--- src/rtl/haze_pkg.sv ---
`default_nettype none
// ============================================================================
// Module      : haze_pkg
// Description : Shared types and constants for the haze frame controller.
//               Holds the controller state encoding, the configuration
//               register map and the reset values of the strength (omega)
//               and transmission floor (t0) controls.
// Revision    : 1.0 - initial release
// ============================================================================
package haze_pkg;

    // Controller states, explicit 2-bit encoding
    typedef enum logic [1:0] {
        ST_IDLE   = 2'd0,
        ST_ACTIVE = 2'd1,
        ST_CHECK  = 2'd2,
        ST_UPDATE = 2'd3
    } haze_state_t;

    // Configuration register map (address 3 is reserved and ignored)
    localparam logic [1:0] c_addr_bypass = 2'd0;
    localparam logic [1:0] c_addr_omega  = 2'd1;
    localparam logic [1:0] c_addr_t0     = 2'd2;

    // Power-up values of the datapath controls
    localparam logic [7:0] c_omega_rst = 8'd243;
    localparam logic [7:0] c_t0_rst    = 8'd26;

endpackage : haze_pkg
`default_nettype wire

--- src/rtl/haze_atm_iir.sv ---
`default_nettype none
// ============================================================================
// Module      : haze_atm_iir
// Description : Next value of the atmospheric light register, per 8-bit
//               channel {R,G,B}. Combinational; the caller owns the register.
//               Build option HAZE_ATM_IIR_EN:
//                 defined   -> next = (3*old + new) >> 2 per channel
//                              (10-bit intermediate, truncating)
//                 undefined -> next = new
// Ports       : i_atm_old  [23:0] current atmospheric light
//               i_atm_new  [23:0] estimate for the frame just ended
//               o_atm_next [23:0] value to load
// Revision    : 1.0 - initial release
// ============================================================================
module haze_atm_iir (
    input  logic [23:0] i_atm_old,
    input  logic [23:0] i_atm_new,
    output logic [23:0] o_atm_next
);

    for (genvar g = 0; g < 3; g++) begin : g_chan
`ifdef HAZE_ATM_IIR_EN
        // 3*255 + 255 = 1020 fits in 10 bits; >>2 is a plain truncation
        logic [9:0] w_acc;
        logic       w_unused_lsb;
        assign w_acc = (10'd3 * {2'b00, i_atm_old[g*8 +: 8]})
                     + {2'b00, i_atm_new[g*8 +: 8]};
        assign o_atm_next[g*8 +: 8] = w_acc[9:2];
        assign w_unused_lsb = ^w_acc[1:0];
`else
        assign o_atm_next[g*8 +: 8] = i_atm_new[g*8 +: 8];
`endif
    end

`ifndef HAZE_ATM_IIR_EN
    // Direct replacement does not look at the previous value
    logic w_unused_old;
    assign w_unused_old = ^i_atm_old;
`endif

endmodule : haze_atm_iir
`default_nettype wire

--- src/rtl/haze_frame_ctrl.sv ---
`default_nettype none
// ============================================================================
// Module      : haze_frame_ctrl
// Description : Frame-level controller for the dehaze datapath. Tracks video
//               frames from vsync/href/clken, checks frame geometry, double-
//               buffers the datapath configuration at frame start and
//               captures the per-frame atmospheric light estimate.
//               Build option HAZE_ATM_IIR_EN selects IIR smoothing of the
//               atmospheric light (see haze_atm_iir).
// Ports       : clk, rst                 clock, synchronous active-high reset
//               pre_frame_vsync/href/clken incoming video timing
//               cfg_wr, cfg_addr, cfg_wdata shadow register write port
//               atm_valid, atm_light      atmospheric light estimate {R,G,B}
//               proc_bypass/omega/t0/atm  active datapath configuration
//               frame_start, frame_done   one-cycle frame event pulses
//               geom_err                  last completed frame had bad geometry
//               frame_cnt                 completed frames (saturating)
// Revision    : 1.0 - initial release
// ============================================================================
module haze_frame_ctrl
    import haze_pkg::*;
#(
    parameter int          PIC_WIDTH     = 640,
    parameter int          PIC_HEIGHT    = 480,
    parameter int          WARMUP_FRAMES = 1,
    parameter int          ATM_TIMEOUT   = 1024,
    parameter logic [23:0] ATM_DEFAULT   = 24'hF0F0F0
) (
    input  logic        clk,
    input  logic        rst,
    input  logic        pre_frame_vsync,
    input  logic        pre_frame_href,
    input  logic        pre_frame_clken,
    input  logic        cfg_wr,
    input  logic [1:0]  cfg_addr,
    input  logic [7:0]  cfg_wdata,
    input  logic        atm_valid,
    input  logic [23:0] atm_light,
    output logic        proc_bypass,
    output logic [7:0]  proc_omega,
    output logic [7:0]  proc_t0,
    output logic [23:0] proc_atm,
    output logic        frame_start,
    output logic        frame_done,
    output logic        geom_err,
    output logic [15:0] frame_cnt
);

    localparam logic [15:0] c_width   = 16'(PIC_WIDTH);
    localparam logic [15:0] c_height  = 16'(PIC_HEIGHT);
    localparam logic [31:0] c_to_last = 32'(ATM_TIMEOUT - 1);

    haze_state_t r_state;
    logic        r_vsync_d;
    logic        r_href_d;
    logic [15:0] r_pix_cnt;
    logic [15:0] r_line_cnt;
    logic        r_frame_err;
    logic [31:0] r_to_cnt;
    logic        r_sh_bypass;
    logic [7:0]  r_sh_omega;
    logic [7:0]  r_sh_t0;

    logic        w_vsync_rise;
    logic        w_vsync_fall;
    logic        w_href_fall;
    logic        w_frame_begin;
    logic        w_warmup;
    logic [15:0] w_pix_next;
    logic [15:0] w_line_next;
    logic        w_err_next;
    logic [23:0] w_atm_next;

    assign w_vsync_rise = pre_frame_vsync & ~r_vsync_d;
    assign w_vsync_fall = ~pre_frame_vsync & r_vsync_d;
    assign w_href_fall  = ~pre_frame_href & r_href_d;

    // A new frame may begin from IDLE or by abandoning the atm wait
    assign w_frame_begin = w_vsync_rise &&
                           ((r_state == ST_IDLE) || (r_state == ST_UPDATE));

    assign w_warmup = ({16'd0, frame_cnt} < 32'(WARMUP_FRAMES));

    // Line bookkeeping for this cycle; only committed while ACTIVE. The
    // frame-end check uses these so a line closing on the same cycle as
    // vsync falling is still counted.
    always_comb begin
        w_pix_next  = r_pix_cnt;
        w_line_next = r_line_cnt;
        w_err_next  = r_frame_err;
        if (w_href_fall) begin
            w_pix_next  = '0;
            w_line_next = (r_line_cnt == 16'hFFFF) ? r_line_cnt : r_line_cnt + 16'd1;
            if (r_pix_cnt != c_width) begin
                w_err_next = 1'b1;
            end
        end else if (pre_frame_href && pre_frame_clken) begin
            w_pix_next = (r_pix_cnt == 16'hFFFF) ? r_pix_cnt : r_pix_cnt + 16'd1;
        end
    end

    haze_atm_iir u_atm_iir (
        .i_atm_old  (proc_atm),
        .i_atm_new  (atm_light),
        .o_atm_next (w_atm_next)
    );

    // Outputs are registered on entry to a state, so frame_start is high in
    // the first ACTIVE cycle and frame_done / geom_err / frame_cnt present
    // the frame check during the single CHECK cycle.
    always_ff @(posedge clk) begin
        if (rst) begin
            r_state     <= ST_IDLE;
            // Seeded high so a vsync already high at release is not an edge
            r_vsync_d   <= 1'b1;
            r_href_d    <= 1'b0;
            r_pix_cnt   <= '0;
            r_line_cnt  <= '0;
            r_frame_err <= 1'b0;
            r_to_cnt    <= '0;
            r_sh_bypass <= 1'b0;
            r_sh_omega  <= c_omega_rst;
            r_sh_t0     <= c_t0_rst;
            proc_bypass <= 1'b1;
            proc_omega  <= c_omega_rst;
            proc_t0     <= c_t0_rst;
            proc_atm    <= ATM_DEFAULT;
            frame_start <= 1'b0;
            frame_done  <= 1'b0;
            geom_err    <= 1'b0;
            frame_cnt   <= '0;
        end else begin
            r_vsync_d   <= pre_frame_vsync;
            r_href_d    <= pre_frame_href;
            frame_start <= 1'b0;
            frame_done  <= 1'b0;

            // Shadow writes; a write on the copy cycle lands after the copy
            if (cfg_wr) begin
                case (cfg_addr)
                    c_addr_bypass: r_sh_bypass <= cfg_wdata[0];
                    c_addr_omega:  r_sh_omega  <= cfg_wdata;
                    c_addr_t0:     r_sh_t0     <= cfg_wdata;
                    default:       ;
                endcase
            end

            if (w_frame_begin) begin
                r_state     <= ST_ACTIVE;
                frame_start <= 1'b1;
                proc_bypass <= r_sh_bypass | w_warmup;
                proc_omega  <= r_sh_omega;
                proc_t0     <= r_sh_t0;
                r_pix_cnt   <= '0;
                r_line_cnt  <= '0;
                r_frame_err <= 1'b0;
            end else begin
                case (r_state)
                    ST_IDLE: ;
                    ST_ACTIVE: begin
                        if (w_vsync_fall) begin
                            r_state    <= ST_CHECK;
                            frame_done <= 1'b1;
                            geom_err   <= w_err_next || (w_line_next != c_height);
                            frame_cnt  <= (frame_cnt == 16'hFFFF) ? frame_cnt
                                                                  : frame_cnt + 16'd1;
                            r_pix_cnt  <= '0;
                            r_line_cnt <= '0;
                        end else begin
                            r_pix_cnt   <= w_pix_next;
                            r_line_cnt  <= w_line_next;
                            r_frame_err <= w_err_next;
                        end
                    end
                    ST_CHECK: begin
                        r_state  <= ST_UPDATE;
                        r_to_cnt <= '0;
                    end
                    ST_UPDATE: begin
                        if (atm_valid) begin
                            proc_atm <= w_atm_next;
                            r_state  <= ST_IDLE;
                        end else if (r_to_cnt == c_to_last) begin
                            r_state <= ST_IDLE;
                        end else begin
                            r_to_cnt <= r_to_cnt + 32'd1;
                        end
                    end
                    default: r_state <= ST_IDLE;
                endcase
            end
        end
    end

endmodule : haze_frame_ctrl
`default_nettype wire

--- config.mk ---
export PLATFORM = sky130hd
export DESIGN_NAME = haze_frame_ctrl
export DESIGN_NICKNAME = d
export VERILOG_FILES = /design/src/rtl/haze_pkg.sv /design/src/rtl/haze_atm_iir.sv /design/src/rtl/haze_frame_ctrl.sv
export SDC_FILE = /design/constraint.sdc
export NUM_CORES = 1
export LEC_CHECK = 0
export ABC_CLOCK_PERIOD_IN_PS = 1900
export BUFFER_PORTS_ARGS = -buffer_cell sky130_fd_sc_hd__buf_4
export CORE_ASPECT_RATIO = 1.4
export CORE_MARGIN = 4
export CORE_UTILIZATION = 52
export DETAILED_ROUTE_END_ITERATION = 12
export PLACE_DENSITY = 0.73
export SKIP_LAST_GASP = 1
export SLEW_MARGIN = 20
export SYNTH_ARGS = -nofsm -noshare
export SYNTH_HDL_FRONTEND = slang
export SYNTH_SLANG_ARGS = --single-unit
--- constraint.sdc ---
create_clock -name clk -period 1.9 [get_ports clk]
set_input_delay 0.095 -clock clk [delete_from_list [all_inputs] [get_ports clk]]
set_output_delay 0.095 -clock clk [all_outputs]
set_load 0.01 [all_outputs]
* Word-level counts from Yosys, hierarchy flattened
Cells that the tools add are included.
** Cells by class
- Add/sub/neg operators :: 4
- $lt $le $gt $ge :: 1
- Equal/unequal tests :: 18
- Mux-type cells :: 19
- Bitwise logic cells :: 11
- Reductions and logical operators :: 23
** Operators by type and width (count)
- $mux W16 :: 7
- $mux W32 :: 2
- $pmux W32 S2 :: 1
- $add A16 B1 Y16 const B :: 3
- $eq A16 B16 Y1 const B :: 3
- $add A32 B1 Y32 const B :: 1
- $eq A32 B10 Y1 const B :: 1
- $lt A16 B1 Y1 const B :: 1
- $ne A16 B10 Y1 const B :: 1
- $ne A16 B9 Y1 const B :: 1
- $reduce_and A3 Y1 :: 5
- $reduce_and A2 Y1 :: 4
- $reduce_and A4 Y1 :: 2
- $not A1 Y1 :: 7
- $eq A2 B2 Y1 const B :: 3
- $mux W2 :: 3
- $ne A2 B2 Y1 const B :: 3
- $ne A3 B3 Y1 const B :: 2
- $pmux W2 S3 :: 1
- $reduce_bool A3 Y1 :: 2
- $mux W1 :: 5
- $eq A2 B1 Y1 const B :: 2
- $logic_not A2 Y1 :: 2
- $ne A4 B3 Y1 const B :: 1
- 9 further kinds :: 13
** Storage, ports and cells
- Bits in registers :: 146
- Input port bits :: 41
- Logic and storage cells :: 95

* Logic depth before layout (Yosys ltp)
Gate-level depths: netlist (run 1).
- Depth in word-level cells :: 5
- Depth in mapped cells :: 9

* Cells and area by module
From an unflattened synthesis (run 1), not the netlist that was laid out.
** Unflattened totals
- Cells, all modules :: 860
- Area total of the unflattened synthesis :: 7039.3 um2
** Modules (own cells, without submodules)
- haze_frame_ctrl :: instances 1, cells each 836, area an instance 6859.1 um2
- haze_atm_iir :: instances 1, cells each 24, area an instance 180.2 um2

* Worst setup path before layout (run 1)
OpenSTA, ideal clock, no wires.
- Kind :: flip-flop to flip-flop
- From :: register r_state[0]
- To :: register r_to_cnt[19]
- Data arrival time :: 1999 ps
- Required time :: 1772 ps
- Setup slack :: -226 ps
- Stages on the path, launching flop included :: 10
- Path buffers :: 1
- Path through :: dfxtp_1 inv_1 ha_1 or3b_1 buf_2 o2111ai_1 nor3_1 nand4_1 xor2_1 nor2_1
** On the way
- Word-level cells in the longest chain between the ends :: 5
** Ends and longest elaborated chain
- start: declaration :: RTL line haze_frame_ctrl.sv:53 : haze_state_t r_state;
- start signal: assignment :: RTL line haze_frame_ctrl.sv:113 : r_state <= ST_IDLE;
- start signal: assignment :: RTL line haze_frame_ctrl.sv:149 : r_state <= ST_ACTIVE;
- start signal: assignment :: RTL line haze_frame_ctrl.sv:162 : r_state <= ST_CHECK;
- $eq A2 B2 Y1 or $logic_not A2 Y1 (tied branches) :: RTL line haze_frame_ctrl.sv:80, haze_frame_ctrl.sv:158
- $logic_or A1 B1 Y1 :: RTL line haze_frame_ctrl.sv:80 : ((r_state == ST_IDLE) || (r_state == ST_UPDATE));
- $logic_and A1 B1 Y1 :: RTL line haze_frame_ctrl.sv:79 : assign w_frame_begin = w_vsync_rise &&
- $not A1 Y1 (no source line)
- $reduce_and A4 Y1 (no source line)
- end signal: assignment :: RTL line haze_frame_ctrl.sv:186 : r_to_cnt <= r_to_cnt + 32'd1;
- end: declaration :: RTL line haze_frame_ctrl.sv:59 : logic [31:0] r_to_cnt;
Parallel ways exist; a longest one is shown, timed or not.
A chain may end at the register's enable or synchronous reset.

* Worst setup path in the final report (run 1)
- From :: register r_pix_cnt[0]
- To :: register geom_err
** On the way
- Word-level cells in the longest chain between the ends :: 4
** Ends and longest elaborated chain
- start: declaration :: RTL line haze_frame_ctrl.sv:56 : logic [15:0] r_pix_cnt;
- start signal: assignment :: RTL line haze_frame_ctrl.sv:170 : r_pix_cnt <= w_pix_next;
- $ne A16 B10 Y1 :: RTL line haze_frame_ctrl.sv:94 : if (r_pix_cnt != c_width) begin
- $mux W1 :: RTL line haze_frame_ctrl.sv:94
- $mux W1 :: RTL line haze_frame_ctrl.sv:91 : if (w_href_fall) begin
- $logic_or A1 B1 Y1 :: RTL line haze_frame_ctrl.sv:164 : geom_err <= w_err_next || (w_line_next != c_height);
- end signal: assignment :: RTL line haze_frame_ctrl.sv:164
- end: declaration :: RTL line haze_frame_ctrl.sv:45 : output logic geom_err,
Every way passes these cells.

==> results_dict.tcl, run 1 <==
set metrics [dict create \
    finalHoldViolations 0 \
    ys_seq_elements 146 \
    drt_wl_total_mm 22.5 \
    ys_types 62 \
    internal_power_w 0.00616 \
    register_area_um2 2960 \
    seqPwrFrac_pct 39.2 \
    fmax_mhz 492 \
    die_area_um2 15100 \
    worstPathArrival_ns 2.33 \
    crit_fanout 3 \
    cap_violations 0 \
    clk_pin_slew_ns 0.06 \
    coreArea_um2 12900 \
    power_frac_clock_pct 45.8 \
    p_total_w 0.00825 \
    avgSynthCellArea_um2 8.20 \
    drive_gt1_share_pct 33.8 \
    drc_errors 0 \
    finalWorstSetupSlack_ns -0.131 \
    synth_warnings 0 \
    cts_buffer_depth 2 \
    synth_top_family_by_area "simple AND/OR/NAND/NOR gates" \
    firstDrtPassIters 6 \
    ys.flop_type "dfxtp_1" \
    grt-ovfl-total 0 \
    synth-simple-area-share_pct 31.5 \
    synthCells 836 \
    hpwlAfterDp_mm 13.8 \
    min_path_type "input port to flip-flop" \
    initial_utilization_pct 53.3 \
    slew_headroom_pct 59.9 \
    synth-xor-area-share_pct 5.49 \
    synth_area_leaders "dfxtp_1 43%, nand2_1 7.3%, nor2_1 4.6%" \
    antenna_found_initial 0 \
    nNetsFinal 1121 \
    min_period_ns 2.03 \
    violations "negative setup slack" \
    multiInputGateArea_um2 4180 \
    first_global_vias 6980 \
    synth_edf_count 0 \
    p_sw_w 0.00209 \
    peakVddDrop_uv 684 \
    synth_compound_area_share_pct 13.0 \
    grt_max_degree 52 \
    rsz0062_at_grt "yes" \
    ys_seq_area_share_pct 42.6 \
    synth_top_cell_by_area "dfxtp_1" \
    cts_max_level 4 \
    mostFrequentLayoutCell "buf_4" \
    synth_fp_nets 888 \
    viasPerCell 5.92 \
    worstMarginPinSlew_ns 0.599 \
    grt_pass1_wl_mm 33.1 \
    clock-sinks 146 \
    place_inst 1153 \
    yosys-mux-area-fraction_pct 1.61 \
    combPwrFrac_pct 15.1 \
    postRouteAntennaNets 0 \
    power.leakage_nw 4.01 \
    r2r-start "r_pix_cnt[0]$_SDFFE_PP0P_" \
    critPathCaptureType "flip-flop" \
    powerDensity_nw_per_um2 807 \
    crit_path_start "r_pix_cnt[0]$_SDFFE_PP0P_" \
    netlist_area_um2 6860 \
    numCtsBuffers 17 \
    p_sw_share_pct 25.3 \
    slew_viol_final 0 \
    clock_skew_ns 0.00519 \
    setup_violations 25 \
    die_x_um 105 \
    fillers 827 \
    start_kind "flip-flop" \
    drtIter0Drc 490 \
    critPathCapture "geom_err$_SDFFE_PP0P_" \
    path_class "flip-flop to flip-flop" \
    placementRows 49 \
    r2r_cells 8 \
    final_cell_mix "209 x buf_4, 129 x nand2_1, 125 x dfxtp_1" \
    regToRegSetupSlack_ns -0.13 \
    cts_tree "built" \
    finalWeightedCongestion 0.904 \
    r2r_end "geom_err$_SDFFE_PP0P_" \
    cts-root-buf "clkbuf_16" \
    wl_per_cell_um 18.2 \
    die_h_um 144 \
    num_io_pins 101 \
    diodes 0 \
    finalNonFillerCells 1234 \
    tns_ns -0.837 \
    whs_path_depth 4 \
    portBuffers 100 \
    dpl_worst_slack_ns -0.157 \
    synth-adder-area-share_pct 2.01 \
    vias 7304 \
    synth_top_area_share_pct 42.6 \
    syn2layout_area_growth_pct 49.0 \
    critPathRequiredTime_ns 2.20 \
    fin_crit_sh_pct 107 \
    status "finished, violations left" \
    synth-async-reset-ratio_pct 0 \
    clk-insertion-delay-late_ns 0.42 \
    grt_use_total_pct 27.0 \
]
==> critical path, stage by stage, from the launching register on <==
cell and delay [ns]:
dfxtp_2 0.35, inv_2 0.08, ha_4 0.14, nand2_4 0.06, nor3_4 0.23, a41oi_2 0.17
or4_4 0.59, nor3_4 0.19, a31oi_1 0.11
==> cell type report <==
class	instances	area share (%)
clock inverters	12	1.98
multi-input cells	629	40.9
well taps	153	1.87
inverters	17	0.674
repair buffers	258	21.1
clock buffers	19	4.54
flip-flops and latches	146	29.0
==> cells by family (layout without fill, tap and decap cells) <==
group	count (synthesis)	count (layout)
AO/OA/AOI/OAI	143	143
XOR/XNOR	43	43
adder cells (fa/ha/maj)	11	11
buffers and inverters	61	306
flip-flops	146	146
multiplexers	11	11
AND/OR/NAND/NOR	421	421
==> power by group through the flow <==
stage	clock network, W	registers [W]	logic, W
after floorplan	0	0.00329	0.000517
final	0.00378	0.00323	0.00124
after global routing	0.00393	0.00324	0.00133
after CTS	0.00379	0.00321	0.00111
after global placement	0	0.00327	0.000965
after detailed placement	0	0.00328	0.000998
==> per-stage QoR <==
step / instance area [um2] / utilization (%) / hold slack [ns]
after floorplan: 6930 / - / 0.202
after global placement: 8540 / 66.4 / 0.305
after detailed placement: 8540 / 66.4 / 0.315
after CTS: 9720 / 75.5 / 0.0278
after global routing: 10200 / 79.4 / 0.0454
final: 10200 / 79.4 / 0.0415
==> synthesized netlist by cell type, types with 3 or more instances <==
cell type and count:
dfxtp_1 146, nand2_1 134, nor2_1 84, a21oi_1 54, nand3_1 35, clkbuf_1 33, nand3b_1 33, o21ai_0 31
xnor2_1 26, nand4_1 21, nor3_1 21, nor4_1 17, xor2_1 17, inv_1 16, or3_1 15, a31oi_1 13
ha_1 11, mux2i_1 11, and2_1 8, and3_1 7, nor2b_1 7, a311oi_1 6, a41oi_1 6, nor4b_1 6
a21o_1 5, and4_1 5, nor3b_1 5, a211o_1 4, a211oi_1 4, buf_2 4, nand2b_1 4, a22oi_1 3
clkbuf_2 3, or2_2 3, or4_1 3
==> state kept, by name, indices dropped and copies added, names as in the netlist, 2 cells and up <==
signal      count
frame_cnt      16
proc_atm       24
proc_omega      8
proc_t0         8
r_line_cnt     16
r_pix_cnt      16
r_sh_omega      8
r_sh_t0         8
r_state         2
r_to_cnt       32
==> metal layers <==
layer,track usage (%),share of wire [%],vias up
li1,-,-,3420
met1,29.0,36,3517
met2,50.0,54,282
met3,5.17,4.6,85
met4,14.4,4.5,0
met5,0,0,-
==> what timing repair did <==
action	in CTS	in global routing
gates cloned	1	2
hold buffers	33	0
buffers inserted	3	12
resized for setup	31	96
pin swaps	4	49
endpoints found under the hold margin	40	0
setup endpoints to repair	92	79
==> how the worst min path moves through the flow <==
stage | startpoint | end
global placement | atm_light[23] | proc_atm[23]$_SDFFE_PP1P_
global route | cfg_addr[0] | r_sh_bypass$_SDFFE_PP0P_
finish | cfg_addr[0] | r_sh_bypass$_SDFFE_PP0P_
floorplan | pre_frame_vsync | r_vsync_d$_SDFF_PP1_
CTS | cfg_addr[0] | r_sh_bypass$_SDFFE_PP0P_
detailed placement | atm_light[21] | proc_atm[21]$_SDFFE_PP1P_
No activity file was read; power rests on OpenSTA's default activity.
==> inputs of run 2 (changes only) <==
--- a/config.mk
+++ b/config.mk
@@ -5,9 +5,9 @@
 export SDC_FILE = /design/constraint.sdc
 export NUM_CORES = 1
 export LEC_CHECK = 0
-export ABC_CLOCK_PERIOD_IN_PS = 1900
+export ABC_CLOCK_PERIOD_IN_PS = 1850
 export BUFFER_PORTS_ARGS = -buffer_cell sky130_fd_sc_hd__buf_4
-export CORE_ASPECT_RATIO = 1.4
+export CORE_ASPECT_RATIO = 1.5
 export CORE_MARGIN = 4
 export CORE_UTILIZATION = 52
 export DETAILED_ROUTE_END_ITERATION = 12
==> constraint.sdc (replaced) <==
create_clock -name clk -period 1.85 [get_ports clk]
set_input_delay 0.0925 -clock clk [delete_from_list [all_inputs] [get_ports clk]]
set_output_delay 0.0925 -clock clk [all_outputs]
set_load 0.01 [all_outputs]
==> run 2 against run 1 <==
The run still ends with negative setup slack left. Final cell count rose by 3.8%. Sequential share of layout area fell by 2.4 points. Wire length rose by 42%. Combinational power rose by 41%. Clock power fell by 4%. Clock skew rose by 0.0041 ns. Die area barely moved. Sequential power rose by 3%. Via count rose by 16%. Critical endpoint is now r_to_cnt[4]$_SDFFE_PP0P_. Largest cell class unchanged. Highest routed layer unchanged.
==> results_dict.tcl, run 2 (synthesis gave the netlist of run 1 again) <==
set metrics [dict create \
    cts_buffer_depth 2 \
    whs_path_depth 3 \
    crit_path_start "r_state[1]$_SDFFE_PP0P_" \
    violations "negative setup slack" \
    clk-insertion-delay-late_ns 0.43 \
    hpwlAfterDp_mm 14.2 \
    grt-ovfl-total 0 \
    finalWorstSetupSlack_ns -0.532 \
    grt_util_met2_pct 57.9 \
    finalWeightedCongestion 0.859 \
    wl_per_cell_um 24.9 \
    slowest_stage "nor4b_4" \
    die_x_um 102 \
    largest_register_ff_count 32 \
    drc_errors 0 \
    final_cell_mix "228 x buf_4, 130 x dfxtp_1, 107 x nand2_1" \
    grt_util_met1_pct 31.7 \
    largest-register "r_to_cnt" \
    die_h_um 149 \
    initial_utilization_pct 53.0 \
    place_area_um2 8650 \
    cts_max_level 4 \
    mostFrequentLayoutCell "buf_4" \
    holdCritStartpoint "pre_frame_href" \
    postRouteAntennaNets 0 \
    fmax_mhz 420 \
    clk_pin_slew_ns 0.06 \
    cts-root-buf "clkbuf_16" \
    grt_pass1_wl_mm 37.3 \
    drt_wl_total_mm 31.9 \
    start_kind "flip-flop" \
    drive_gt1_share_pct 42.5 \
    clock_skew_ns 0.00930 \
    grt_use_total_pct 30.9 \
    cap_violations 0 \
    worst_path_most_repeated_cell "buf_6" \
    finalHoldViolations 0 \
    cts_tree "built" \
    power.leakage_nw 4.27 \
    path_class "flip-flop to flip-flop" \
    first_global_vias 7685 \
    viasPerCell 6.62 \
    rsz0062_at_grt "yes" \
    r2r_cells 9 \
    regToRegSetupSlack_ns -0.53 \
    status "finished, violations left" \
    coreArea_um2 13000 \
    r2r_end "r_to_cnt[4]$_SDFFE_PP0P_" \
    worstMarginPinSlew_ns 0.674 \
    design_area_um2 11100 \
    portBuffers 100 \
    r2r-start "r_state[1]$_SDFFE_PP0P_" \
    crit_fanout 5 \
    min_period_ns 2.38 \
    slew_viol_final 0 \
    setup_violations 117 \
    reg_top3 "r_to_cnt (32), proc_atm (24)" \
    min_path_type "input port to flip-flop" \
    clock-sinks 146 \
    nNetsFinal 1160 \
    fin_crit_sh_pct 129 \
    critPathRequiredTime_ns 2.21 \
    powerDensity_nw_per_um2 784 \
    syn2layout_area_growth_pct 62.2 \
    cpPeakStageDelay_ns 0.56 \
    p_total_w 0.00872 \
    antenna_found_initial 0 \
    die_area_um2 15100 \
    slew_headroom_pct 54.9 \
    vias 8478 \
    placementRows 51 \
    drtIter0Drc 775 \
    grt_max_degree 54 \
    worstPathArrival_ns 2.74 \
    worstPathCellList "buf_6 > ha_4 > nor2b_4 > buf_4 > nor4_4 > buf_6 > nor4b_4 > xnor2_2 > nor2_4" \
    top_usage_layer "met2" \
    whs_endpoint "r_href_d$_SDFF_PP0_" \
    firstDrtPassIters 7 \
    grtUsageMet3_pct 5.49 \
    critPathCaptureType "flip-flop" \
    peakVddDrop_uv 977 \
    numCtsBuffers 17 \
    num_io_pins 101 \
]
## run 2: per-stage QoR
step	hold WS [ns]	instances	setup TNS [ns]	setup slack, ns	utilization (%)
CTS	0.0308	1247	-2.41	-0.118	76.9
global route	0.0337	1280	-24.59	-0.481	85.9
finish	0.0212	1281	-21.82	-0.532	85.9
floorplan	0.199	836	-0.192	-0.0882	-
detailed placement	0.309	1171	-10.69	-0.186	66.8
global placement	0.302	1171	-4.90	-0.135	66.8
## run 2: area by class of cell
type	count	area [um2]
diodes	1	2.50
multi-input cells	629	4670
flip-flops and latches	146	2960
fillers	607	1830
clock inverters	13	156
well taps	159	199
clock buffers	19	443
inverters	17	68.8
repair buffers	297	2640
## run 2: critical path, delay by kind of cell, from the launching register on
family | cells | cell delay, ns
xor gates and xnor gates | 1 | 0.29
and+or+nand+nor | 4 | 1.00
adders and majority gates | 1 | 0.17
buffers and inverters | 3 | 0.46
DFF | 1 | 0.39
## run 2: worst max-delay path by stage
stage | slack [ns] | end | cells after the start
floorplan | -0.09 | r_to_cnt[18]$_SDFFE_PP0P_ | 8
global placement | -0.13 | r_state[0]$_SDFFE_PP0P_ | 6
detailed placement | -0.19 | r_to_cnt[18]$_SDFFE_PP0P_ | 7
CTS | -0.12 | r_to_cnt[22]$_SDFFE_PP0P_ | 10
global route | -0.48 | r_to_cnt[19]$_SDFFE_PP0P_ | 10
finish | -0.53 | r_to_cnt[4]$_SDFFE_PP0P_ | 9
## run 2: where the power goes
part | internal, W | switching [W] | total, W
combinational | 0.000787 | 0.000963 | 0.00175
sequential | 0.00323 | 0.0000987 | 0.00333
clock | 0.00216 | 0.00148 | 0.00364
## run 2: timing repair
item                                    in CTS  in global routing
resized for setup                           68                181
hold endpoints to repair                    39                  0
hold buffers                                33                  0
endpoints found under the setup margin      96                 97
pin swaps                                   27                 95
cloned                                       2                 11
buffers inserted                             9                 22
## run 2: routing by layer
layer | share of wire [%] | vias to the layer above
met3 | 9.1 | 282
met5 | 0 | -
met2 | 50 | 696
met1 | 31 | 3992
li1 | - | 3508
met4 | 9.8 | 0
==> inputs of run 3 (changes only) <==
--- a/config.mk
+++ b/config.mk
@@ -7,11 +7,13 @@
 export LEC_CHECK = 0
 export ABC_CLOCK_PERIOD_IN_PS = 1850
 export BUFFER_PORTS_ARGS = -buffer_cell sky130_fd_sc_hd__buf_4
+export CAP_MARGIN = 20
 export CORE_ASPECT_RATIO = 1.5
 export CORE_MARGIN = 4
 export CORE_UTILIZATION = 52
 export DETAILED_ROUTE_END_ITERATION = 12
 export PLACE_DENSITY = 0.73
+export SETUP_SLACK_MARGIN = 0.02
 export SKIP_LAST_GASP = 1
 export SLEW_MARGIN = 20
 export SYNTH_ARGS = -nofsm -noshare
==> run 3 against run 2 <==
The flow still finishes with violations (negative setup slack). Global-route usage grew 4.8 points. Core utilization grew 4.8 points. Clock skew grew 0.0023 ns. Cell area grew 5.6%. Clock power is essentially flat. Die area is the same. Flip-flop and latch count is the same. Critical path depth shrank 3. Final cell count grew 1.6%. Non-clock buffer count grew 21. Critical path type unchanged.
==> results_dict.tcl, run 3 (synthesis gave the netlist of run 1 again) <==
set metrics [dict create \
    portBuffers 100 \
    p_sw_w 0.00275 \
    final_cell_mix "240 x buf_4, 120 x dfxtp_1, 94 x nand2_1" \
    status "finished, violations left" \
    largest-register "r_to_cnt" \
    worstPathArrival_ns 2.49 \
    grt-ovfl-total 0 \
    finalWeightedCongestion 0.908 \
    p_sw_share_pct 30.9 \
    setup_violations 97 \
    syn2layout_area_growth_pct 71.3 \
    hpwlAfterDp_mm 14.3 \
    numCtsBuffers 17 \
    initial_utilization_pct 53.0 \
    clk-insertion-delay-late_ns 0.43 \
    die_area_um2 15100 \
    reg_top3 "r_to_cnt (32), proc_atm (24)" \
    place_area_um2 8750 \
    fin_crit_sh_pct 119 \
    clock-sinks 146 \
    path_class "flip-flop to flip-flop" \
    drc_errors 0 \
    grt_use_total_pct 35.7 \
    critPathCaptureType "flip-flop" \
    critPathRequiredTime_ns 2.15 \
    crit_path_start "r_to_cnt[18]$_SDFFE_PP0P_" \
    drt_wl_total_mm 34.7 \
    dpl_worst_slack_ns -0.227 \
    antenna_found_initial 1 \
    r2r_end "r_state[0]$_SDFFE_PP0P_" \
    min_path_type "input port to flip-flop" \
    start_kind "flip-flop" \
    critPathCapture "r_state[0]$_SDFFE_PP0P_" \
    vias 8836 \
    cap_violations 0 \
    combPwrFrac_pct 21.5 \
    min_period_ns 2.20 \
    mostFrequentLayoutCell "buf_4" \
    internal_power_w 0.00615 \
    finalWorstSetupSlack_ns -0.347 \
    cts_buffer_depth 2 \
    die_h_um 149 \
    whs_path_depth 3 \
    grt_pass1_wl_mm 42.5 \
    num_io_pins 101 \
    firstDrtPassIters 8 \
    crit_fanout 5 \
    r2r-start "r_to_cnt[18]$_SDFFE_PP0P_" \
    fmax_mhz 455 \
    largest_register_ff_count 32 \
    cts_max_level 4 \
    postRouteAntennaNets 0 \
    clock_skew_ns 0.0116 \
    peakVddDrop_uv 975 \
    drive_gt1_share_pct 49.1 \
    power.leakage_nw 4.49 \
    slew_headroom_pct 50.8 \
    nNetsFinal 1181 \
    worstMarginPinSlew_ns 0.736 \
    coreArea_um2 13000 \
    hold_ws_ns 0.0246 \
    seqPwrFrac_pct 37.5 \
    design_area_um2 11700 \
    powerDensity_nw_per_um2 758 \
    finalHoldViolations 0 \
    grt_max_degree 40 \
    fillers 471 \
    power_frac_clock_pct 41.0 \
    r2r_cells 6 \
    viasPerCell 6.79 \
    rsz0062_at_grt "yes" \
    cts-root-buf "clkbuf_16" \
    cts_tree "built" \
    die_x_um 102 \
    violations "negative setup slack" \
    regToRegSetupSlack_ns -0.35 \
    placementRows 51 \
    clk_pin_slew_ns 0.07 \
    slew_viol_final 0 \
    drtIter0Drc 934 \
    first_global_vias 8335 \
    wl_per_cell_um 26.7 \
]
## run 3: changes by cell type in the layout (fill, tap and decap cells not counted), moves of 6 or more
cell,previous run,this run
nor2_1,68,55
clkbuf_16,24,18
nand2_1,107,94
buf_16,1,8
dfxtp_1,130,120
nor2_4,12,19
buf_4,228,240
buf_6,16,26
dfxtp_2,11,20
nand2_2,11,18
nor2_2,4,10
## run 3: area by class of cell
class | count | area, um2 | share of cell area [%]
antenna | 1 | 2.50 | 0.0213
clock inverter | 15 | 174 | 1.48
sequential | 146 | 2970 | 25.3
clock buffer | 17 | 425 | 3.62
timing repair buffer | 318 | 2870 | 24.4
multi-input combinational | 629 | 5040 | 42.9
inverter | 17 | 68.8 | 0.586
tap | 159 | 199 | 1.69
## run 3: power by group through the flow
| stage | Sequential (W) | Combinational (W) | Clock, W |
|---|---|---|---|
| 2_1_floorplan | 0.00337 | 0.000540 | 0 |
| 3_3_place_gp | 0.00335 | 0.00101 | 0 |
| 3_5_place_dp | 0.00336 | 0.00104 | 0 |
| 4_1_cts | 0.00331 | 0.00148 | 0.00355 |
| 5_1_grt | 0.00333 | 0.00197 | 0.00377 |
| 6_report | 0.00334 | 0.00191 | 0.00365 |
## run 3: worst max-delay path: stages, from the launching register on
cell	delay [ns]
dfxtp_1	0.37
nor4_1	0.31
nand2_1	0.27
o31ai_4	0.59
o211ai_1	0.22
mux2i_1	0.20
a21oi_1	0.09
## run 3: what timing repair did
action                                  CTS  global route
buffers inserted                         24            27
pin swaps                                60           102
endpoints found under the setup margin  106           115
endpoints found under the hold margin    39             0
cloned                                   11             1
hold buffers                             33             0
resized for setup                       144           218
## run 3: worst min path at each step
stage	from	to	slack, ns
after floorplan	pre_frame_vsync	r_vsync_d$_SDFF_PP1_	0.20
after global placement	atm_light[12]	proc_atm[12]$_SDFFE_PP1P_	0.30
after detailed placement	atm_light[14]	proc_atm[14]$_SDFFE_PP1P_	0.31
after CTS	pre_frame_href	r_href_d$_SDFF_PP0_	0.02
after global routing	pre_frame_href	r_href_d$_SDFF_PP0_	0.04
final	pre_frame_href	r_href_d$_SDFF_PP0_	0.02
## run 3: metal layers
| layer | global-route usage, % | vias to the layer above | wire length [um] |
|---|---|---|---|
| li1 | - | 3544 | - |
| met1 | 36.9 | 4188 | 10900 |
| met2 | 63.5 | 765 | 17000 |
| met3 | 6.24 | 339 | 3150 |
| met4 | 24.9 | 0 | 3730 |
| met5 | 0 | - | 0 |
## run 3: metrics by stage
| stage | cells | utilization, % | TNS, ns | power (W) |
|---|---|---|---|---|
| finish | 1302 | 90.7 | -17.42 | 0.00890 |
| global route | 1302 | 90.7 | -20.16 | 0.00907 |
| CTS | 1281 | 82.4 | -1.84 | 0.00833 |
| detailed placement | 1183 | 67.5 | -9.49 | 0.00440 |
| global placement | 1183 | 67.5 | -4.63 | 0.00436 |
| floorplan | 836 | - | -0.178 | 0.00391 |
